==> src/rtl/spi_reg_bank.sv <==
// SPI mode-0 peripheral exposing NUM_REGS registers; frames are R/W, address, data, MSB first.
// Define SPI_READBACK_EN to build the CIPO read-back path; otherwise cipo/cipo_oe are tied low.
//
//  state | meaning
//  ------+--------------------------------------------------------------
//  IDLE  | waiting for a fresh synced nCS falling edge
//  CMD   | shifting in the R/W bit and the address
//  DATA  | shifting in data; read frames shift register contents out
//  DONE  | frame complete; commit once, then ignore SCLK until nCS rises
module spi_reg_bank #(
    parameter int NUM_REGS    = 5,
    parameter int ADDR_W      = 7,
    parameter int DATA_W      = 8,
    parameter int SYNC_STAGES = 2
) (
    input  logic                         clk,
    input  logic                         rst,
    input  logic                         sclk,
    input  logic                         ncs,
    input  logic                         copi,
    output logic                         cipo,
    output logic                         cipo_oe,
    output logic [NUM_REGS*DATA_W-1:0]   regs_flat,
    output logic                         wr_strobe,
    output logic [ADDR_W-1:0]            wr_addr,
    output logic                         frame_err,
    output logic                         addr_err
);

    localparam int FRAME_LEN = 1 + ADDR_W + DATA_W;
    localparam int CNT_W     = $clog2(FRAME_LEN + 1);
    localparam int SR_W      = (ADDR_W + 1 > DATA_W) ? ADDR_W + 1 : DATA_W;

    localparam logic [CNT_W-1:0]  CMD_LAST  = CNT_W'(ADDR_W);
    localparam logic [CNT_W-1:0]  DATA_LAST = CNT_W'(FRAME_LEN - 1);
    localparam logic [ADDR_W:0]   NREG_L    = (ADDR_W + 1)'(NUM_REGS);

    typedef enum logic [1:0] {
        IDLE = 2'd0,
        CMD  = 2'd1,
        DATA = 2'd2,
        DONE = 2'd3
    } state_t;

    state_t state_q, state_d;

    logic [SYNC_STAGES-1:0] sclk_sync, ncs_sync, copi_sync;
    logic                   sync_valid, ncs_armed;
    logic                   sclk_rise, ncs_rise, ncs_fall, copi_bit;

    logic [CNT_W-1:0]       bit_cnt;
    logic [SR_W-1:0]        shift_q, shift_nxt;
    logic                   rw_q, done_pend, addr_ok;
    logic [ADDR_W-1:0]      addr_q;
    logic [DATA_W-1:0]      regs_q [NUM_REGS];

    // Index 0 samples the pin; the two oldest stages feed the edge detectors.
    always_ff @(posedge clk) begin
        if (rst) begin
            sclk_sync <= '0;
            ncs_sync  <= '1;
            copi_sync <= '0;
        end else begin
            sclk_sync <= {sclk_sync[SYNC_STAGES-2:0], sclk};
            ncs_sync  <= {ncs_sync[SYNC_STAGES-2:0], ncs};
            copi_sync <= {copi_sync[SYNC_STAGES-2:0], copi};
        end
    end

    assign sclk_rise = sclk_sync[SYNC_STAGES-2] & ~sclk_sync[SYNC_STAGES-1];
    assign ncs_rise  = ncs_sync[SYNC_STAGES-2] & ~ncs_sync[SYNC_STAGES-1];
    assign ncs_fall  = ~ncs_sync[SYNC_STAGES-2] & ncs_sync[SYNC_STAGES-1];
    assign copi_bit  = copi_sync[SYNC_STAGES-1];

    // The ncs chain resets high, so a pin held low through reset would look like
    // a falling edge; only accept falls after a real high has been sampled.
    always_ff @(posedge clk) begin
        if (rst) begin
            sync_valid <= 1'b0;
            ncs_armed  <= 1'b0;
        end else begin
            sync_valid <= 1'b1;
            ncs_armed  <= ncs_armed | (sync_valid & ncs_sync[0]);
        end
    end

    always_ff @(posedge clk) begin
        if (rst) state_q <= IDLE;
        else     state_q <= state_d;
    end

    always_comb begin
        state_d = state_q;
        case (state_q)
            IDLE: if (ncs_fall && ncs_armed) state_d = CMD;
            CMD: begin
                if (ncs_rise)                                state_d = IDLE;
                else if (sclk_rise && bit_cnt == CMD_LAST)   state_d = DATA;
            end
            DATA: begin
                if (ncs_rise)                                state_d = IDLE;
                else if (sclk_rise && bit_cnt == DATA_LAST)  state_d = DONE;
            end
            DONE: if (ncs_rise) state_d = IDLE;
            default: state_d = IDLE;
        endcase
    end

    assign shift_nxt = {shift_q[SR_W-2:0], copi_bit};
    assign addr_ok   = {1'b0, addr_q} < NREG_L;

    always_ff @(posedge clk) begin
        if (rst) begin
            bit_cnt   <= '0;
            shift_q   <= '0;
            rw_q      <= 1'b0;
            addr_q    <= '0;
            done_pend <= 1'b0;
            wr_strobe <= 1'b0;
            wr_addr   <= '0;
            frame_err <= 1'b0;
            addr_err  <= 1'b0;
            for (int k = 0; k < NUM_REGS; k++) regs_q[k] <= '0;
        end else begin
            wr_strobe <= 1'b0;
            frame_err <= 1'b0;
            addr_err  <= 1'b0;
            case (state_q)
                IDLE: begin
                    if (state_d == CMD) begin
                        bit_cnt   <= '0;
                        shift_q   <= '0;
                        done_pend <= 1'b0;
                    end
                end
                CMD: begin
                    if (ncs_rise) begin
                        frame_err <= 1'b1;
                    end else if (sclk_rise) begin
                        shift_q <= shift_nxt;
                        bit_cnt <= bit_cnt + CNT_W'(1);
                        if (bit_cnt == CMD_LAST) begin
                            rw_q   <= shift_nxt[ADDR_W];
                            addr_q <= shift_nxt[ADDR_W-1:0];
                        end
                    end
                end
                DATA: begin
                    if (ncs_rise) begin
                        frame_err <= 1'b1;
                    end else if (sclk_rise) begin
                        shift_q <= shift_nxt;
                        bit_cnt <= bit_cnt + CNT_W'(1);
                        if (bit_cnt == DATA_LAST) done_pend <= 1'b1;
                    end
                end
                DONE: begin
                    // Commit exactly once, even if nCS rises in this same cycle.
                    if (done_pend) begin
                        done_pend <= 1'b0;
                        if (!addr_ok) begin
                            addr_err <= 1'b1;
                        end else if (rw_q) begin
                            wr_strobe <= 1'b1;
                            wr_addr   <= addr_q;
                            for (int k = 0; k < NUM_REGS; k++)
                                if (addr_q == ADDR_W'(k)) regs_q[k] <= shift_q[DATA_W-1:0];
                        end
                    end
                end
                default: ;
            endcase
        end
    end

    for (genvar g = 0; g < NUM_REGS; g++) begin : g_flat
        assign regs_flat[g*DATA_W +: DATA_W] = regs_q[g];
    end

`ifdef SPI_READBACK_EN
    localparam logic [CNT_W-1:0] DATA_FIRST = CNT_W'(ADDR_W + 1);

    logic              sclk_fall, rd_addr_ok;
    logic [DATA_W-1:0] tx_q, rd_data;

    assign sclk_fall  = ~sclk_sync[SYNC_STAGES-2] & sclk_sync[SYNC_STAGES-1];
    assign rd_addr_ok = {1'b0, shift_nxt[ADDR_W-1:0]} < NREG_L;

    always_comb begin
        rd_data = '0;
        for (int k = 0; k < NUM_REGS; k++)
            if (shift_nxt[ADDR_W-1:0] == ADDR_W'(k)) rd_data = regs_q[k];
    end

    // The shifter is loaded with the MSB already in place, so the first falling
    // edge of the data phase (count still at DATA_FIRST) must not shift.
    always_ff @(posedge clk) begin
        if (rst) begin
            tx_q <= '0;
        end else if (state_q == CMD && !ncs_rise && sclk_rise && bit_cnt == CMD_LAST) begin
            tx_q <= (!shift_nxt[ADDR_W] && rd_addr_ok) ? rd_data : '0;
        end else if (state_q == DATA && sclk_fall && bit_cnt != DATA_FIRST) begin
            tx_q <= tx_q << 1;
        end
    end

    assign cipo_oe = ((state_q == DATA) || (state_q == DONE)) && !rw_q;
    assign cipo    = cipo_oe & tx_q[DATA_W-1];
`else
    assign cipo_oe = 1'b0;
    assign cipo    = 1'b0;
`endif

endmodule
==> config.mk <==
export PLATFORM = sky130hd
export DESIGN_NAME = spi_reg_bank
export DESIGN_NICKNAME = d
export VERILOG_FILES = /design/src/rtl/spi_reg_bank.sv
export SDC_FILE = /design/constraint.sdc
export NUM_CORES = 1
export LEC_CHECK = 0
export CAP_MARGIN = 20
export CORE_AREA = 2 2 82 84
export DETAILED_ROUTE_END_ITERATION = 12
export DIE_AREA = 0 0 84 86
export PLACE_DENSITY_LB_ADDON = 0.15
export SLEW_MARGIN = 0
export SYNTH_ARGS = -nofsm -noshare
export SYNTH_HDL_FRONTEND = slang
export SYNTH_SLANG_ARGS = --single-unit
==> constraint.sdc <==
create_clock -name clk -period 3.2 [get_ports clk]
set_clock_uncertainty 0.1 [all_clocks]
set_input_delay 0.32 -clock clk [delete_from_list [all_inputs] [get_ports clk]]
set_output_delay 0.32 -clock clk [all_outputs]
set_load 0.01 [all_outputs]
## Yosys cells after proc, flatten, opt, wreduce, memory -nomap -nowiden

Memory sizes are Yosys's and may differ from the RTL's.
Index checks and enable logic that the tools add are counted.
W data, S select, Z words.

- Mux-type cells: 66
- Order comparisons: 1
- Equal/unequal tests: 16
- Reduce and logical (&&, ||, !) cells: 15
- Bitwise logic cells: 18
- Add/sub/neg operators: 1

Operators by type and width:

| cell | number |
|---|---|
| $mux W8 | 8 |
| $mux W1 | 45 |
| $pmux W8 S2 | 1 |
| $mux W5 | 3 |
| $eq A7 B2 Y1 const B | 2 |
| $mux W2 | 6 |
| $reduce_and A4 Y1 | 3 |
| $ne A2 B2 Y1 const B | 5 |
| $pmux W5 S2 | 1 |
| $not A1 Y1 | 8 |
| $pmux W2 S4 | 1 |
| $eq A7 B1 Y1 const B | 1 |
| $eq A7 B3 Y1 const B | 1 |
| $logic_not A7 Y1 | 1 |
| $lt A7 B3 Y1 const B | 1 |
| $or A1 B1 Y1 | 6 |
| $add A5 B1 Y5 const B | 1 |
| $eq A5 B3 Y1 const B | 1 |
| $eq A5 B4 Y1 const B | 1 |
| $reduce_and A5 Y1 | 1 |
| $and A1 B1 Y1 | 4 |
| $eq A2 B1 Y1 const B | 2 |
| $eq A2 B2 Y1 const B | 2 |
| $reduce_or A2 Y1 | 2 |
| other kinds (8) | 10 |

- Output and inout port bits: 52
- RAM bits: 40
- Register bits: 42
- Memories: 1

Memories:

| memory | depth | bits a word | read ports | clocked after memory_dff | wr ports | line | source |
|---|---|---|---|---|---|---|---|
| regs_q | 5 | 8 | 5 | 0 | 5 | 55 | `logic [DATA_W-1:0] regs_q [NUM_REGS];` |

## Logic depth before layout (Yosys ltp)

- Depth after elaboration: 9
- Gate-level depth with buffers: 9
- Depth with buffers taken out: 8

## Least setup slack after synthesis

No wires, ideal clock.

- Path type: reg2reg
- From: register addr_q[6]
- To: memory regs_q[3][0] (netlist: regs_q[0][24]), enable pin
- Data required time: 2.716 ns
- Path buffers: 0
- Setup slack: 0.783 ns
- Cell stages (with the launch flop): 5
- Setup time: 0.384 ns
- Arrival time: 1.933 ns
- Cell sequence: dfxtp_1 -> or4_1 -> nor4_1 -> nand2_1 -> o21ai_0

RTL lines:

| item | line | source |
|---|---|---|
| from (decl) | 54 | `logic [ADDR_W-1:0] addr_q;` |
| from (signal assigned) | 144 | `addr_q <= shift_nxt[ADDR_W-1:0];` |
| to (decl) | 55 |  |

## Worst setup path in the final report

- From: register bit_cnt[0]
- To: register shift_q[1]

- Word-level cells in the longest chain between the ends: 8

RTL lines:

| item | line | source |
|---|---|---|
| from (decl) | 51 | `logic [CNT_W-1:0] bit_cnt;` |
| from (signal assigned) | 141 | `bit_cnt <= bit_cnt + CNT_W'(1);` |
| from (signal assigned) | 153 | `bit_cnt <= bit_cnt + CNT_W'(1);` |
| $eq A5 B4 Y1 / $eq A5 B3 Y1 (equally long branches) | 102, 98 |  |
| $logic_and A1 B1 Y1, on equally long branches | 102, 98 |  |
| $mux W2, on equally long branches | 102, 98 |  |
| $mux W2, on equally long branches | 101, 97 |  |
| $pmux W2 S4 * | 94 | `case (state_q)` |
| $eq A2 B1 Y1 * | 130 | `if (state_d == CMD) begin` |
| $ne A2 B2 Y1 (no source line) * | - |  |
| $reduce_and A4 Y1 (no source line) * | - |  |
| to (signal assigned) | 140 | `shift_q <= shift_nxt;` |
| to (signal assigned) | 152 | `shift_q <= shift_nxt;` |
| to (decl) | 52 | `logic [SR_W-1:0] shift_q, shift_nxt;` |

Mark *: on every way between the ends. The rest lies on a longest branch, timed or not.
A chain may end at the register's enable or synchronous reset.

==> flow_summary.json <==
{
  "finalWorstSetupSlack_ps": 556.0,
  "run_status": "complete, no violations",
  "wirelength_mm": 6.252,
  "fin_cells": 389,
  "wl_per_cell_um": 16.07,
  "yosysSeqAreaShare_pct": 63.48,
  "r2r_cells": 8,
  "fmax_ghz": 0.3782,
  "finalSetupViolations": 0,
  "synth_seq_cells": 82,
  "clk_latency_ps": 350,
  "clkTransAtPathRegs_ps": 80,
  "ant_nets": 0,
  "r2r_slack_ps": 560,
  "drive_gt1_share_pct": 12.50,
  "synth_edf_count": 40,
  "critical_path_class": "reg -> reg",
  "powerDensity_nw_per_um2": 532.2,
  "cts_tree": "yes",
  "multi_input_area_sq_um": 1080,
  "cts_hold_buffers": 0,
  "synth-main-ff-cell": "dfxtp_1",
  "remaining_drc_errors": 0,
  "place_congestion": 0.8093,
  "critPathRequiredTime_ps": 3340,
  "port_buffers": 54,
  "io_pins": 57,
  "die_area_sq_um": 7224,
  "antenna_cells": 0,
  "final_util_pct": 65.12,
  "vias": 2155,
  "placed_cells": 373,
  "holdPathEnd": "copi_sync[1]",
  "dpl.hpwl_mm": 4.411,
  "rows": 29,
  "critPathCaptureType": "flip-flop",
  "clkSinkCount": 82,
  "drt_iter0_markers": 169,
  "p_leak_nw": 1.562,
  "grt_use_total_pct": 18.55,
  "finalCritPeriodShare_pct": 82.62,
  "setup_tns_ps": 0,
  "reg2reg_to": "shift_q[1]",
  "area_delta_synth_final_pct": 27.07,
  "crit_fanout": 10,
  "syn_inst": 247,
  "hold_depth": 1,
  "relSlewSlack_pct": 56.04,
  "core_sq_um": 6277,
  "drv_slew": 0,
  "ys_types": 55,
  "worstHoldPathType": "reg -> reg",
  "min_period_ps": 2644,
  "post_cts_buffers": 0,
  "cts_resized": 0,
  "antenna_found_initial": 0,
  "grt_pass1_vias": 2031,
  "ir_worst_vdd_mv": 0.3667,
  "ff_latch_area_sq_um": 2042,
  "yosys_warnings": 0,
  "finalHoldViolations": 0,
  "htreeDepth": 3,
  "layout.nets": 319,
  "power.total_mw": 2.175,
  "clk_path_buf_depth": 2,
  "start_util_pct": 51.25,
  "cts_root_buffer": "clkbuf_8",
  "worstPathArrival_ps": 2790,
  "cap_viol_max_count": 0,
  "cp-start-kind": "flip-flop",
  "gr-total-overflow": 0,
  "dr.pass1.iters": 4,
  "fill_cells": 476,
  "grt_max_degree": 20,
  "rsz0062_at_grt": "no",
  "rr_startpoint": "bit_cnt[0]",
  "hp-start": "copi_sync[0]",
  "grt_pass1_wl_mm": 10.34,
  "die_w_um": 84,
  "ys_async_sr_fraction_pct": 0,
  "final_cell_mix": "clkdlybuf4s50_1 (54), dfxtp_1 (42), edfxtp_1 (40)",
  "avgSynthCellArea_sq_um": 13.02,
  "final_common_cell": "clkdlybuf4s50_1",
  "numCtsBuffers": 9,
  "syn_area_sq_um": 3217,
  "dpl_worst_slack_ps": 592.1,
  "die_h_um": 86,
  "viasPerCell": 5.540,
  "tightest_slew_ps": 655.8
}
-- worst max path at each step --
| stage | start | endpoint | slack [ps] |
|---|---|---|---|
| finish | bit_cnt[0] | shift_q[1] | 560 |
| global route | state_q[0] | shift_q[0] | 430 |
| CTS | bit_cnt[0] | shift_q[1] | 570 |
| detailed placement | bit_cnt[0] | shift_q[1] | 590 |
| global placement | bit_cnt[0] | shift_q[4] | 670 |
| floorplan | addr_q[6] | regs_q[0][24] | 780 |
-- cell families (layout without fill, tap and decap cells) --
| kind of cell | after synthesis | in the layout | share of synthesized area, % |
|---|---|---|---|
| DFF | 82 | 82 | 63.48 |
| and+or+nand+nor | 80 | 80 | 14.28 |
| AOI/OAI and AO/OA | 47 | 47 | 13.54 |
| buffers and inverters | 21 | 85 | 3.073 |
| muxes | 9 | 9 | 2.801 |
| adders and majority gates | 7 | 7 | 2.723 |
| other | 1 | 2 | 0.1166 |
-- per-stage QoR --
step	hold slack (ps)	cell area, sq um
4_1_cts	350.0	4088
6_report	345.1	4088
3_5_place_dp	328.9	3845
2_1_floorplan	313.8	3221
3_3_place_gp	332.1	3845
5_1_grt	365.1	4088
-- flip-flops by register name (all words and copies together) (netlist names), 2 cells and up --
register,count
regs_q,40
copi_sync,2
bit_cnt,5
wr_addr,7
state_q,2
sclk_sync,2
addr_q,7
shift_q,8
ncs_sync,2
-- routing by layer --
metal	vias up	share of wire (%)	GRT usage, %
met2	61	49	31.05
met1	1031	45	23.06
li1	1053	-	-
met4	0	2.1	9.238
met3	10	4.4	3.754
met5	-	0	0
-- Yosys cell counts, types with 2 or more instances --
master / instances / share of area (%)
o311a_1: 9 / 2.8
edfxtp_1: 40 / 37
mux2i_1: 9 / 2.8
nand2_1: 10 / 1.2
nor2b_1: 7 / 1.4
nand4_1: 4 / 0.78
or2_2: 2 / 0.39
a31oi_1: 2 / 0.39
o31ai_1: 2 / 0.47
nor3_2: 2 / 0.62
a31o_2: 3 / 0.82
ha_1: 7 / 2.7
and2_1: 8 / 1.6
nor4_1: 3 / 0.58
and3_1: 5 / 0.97
a41o_1: 9 / 2.8
inv_1: 7 / 0.82
nor2_1: 20 / 2.3
dfxtp_1: 42 / 26
nand3_1: 5 / 0.78
buf_4: 3 / 0.70
o21ai_0: 3 / 0.47
o32a_1: 2 / 0.62
a21oi_1: 4 / 0.62
clkbuf_1: 9 / 1.1
-- where the power goes --
group	switching [mW]	internal (mW)	total, mW	leakage (nW)
combinational	0.0793	0.0688	0.148	0.720
sequential	0.0102	1.13	1.14	0.724
clock	0.368	0.523	0.891	0.117
total	0.458	1.72	2.18	1.56
-- worst max-delay path: stages, from the launching register on --
cell and delay, ps:
dfxtp_1 340, ha_1 250, and3_1 200, ha_1 180, and4b_1 240, or2_4 270, a311oi_4 450, nor3_2 220
a41o_1 290
-- area by class of cell --
class | instances | area share (%)
Inverter | 7 | 0.6428
Sequential cell | 82 | 49.95
Clock buffer | 10 | 3.122
Clock inverter | 6 | 2.816
Tap cell | 77 | 2.357
Multi-Input combinational cell | 145 | 26.42
Timing Repair Buffer | 62 | 14.69
(Power assumes the default switching activity.)
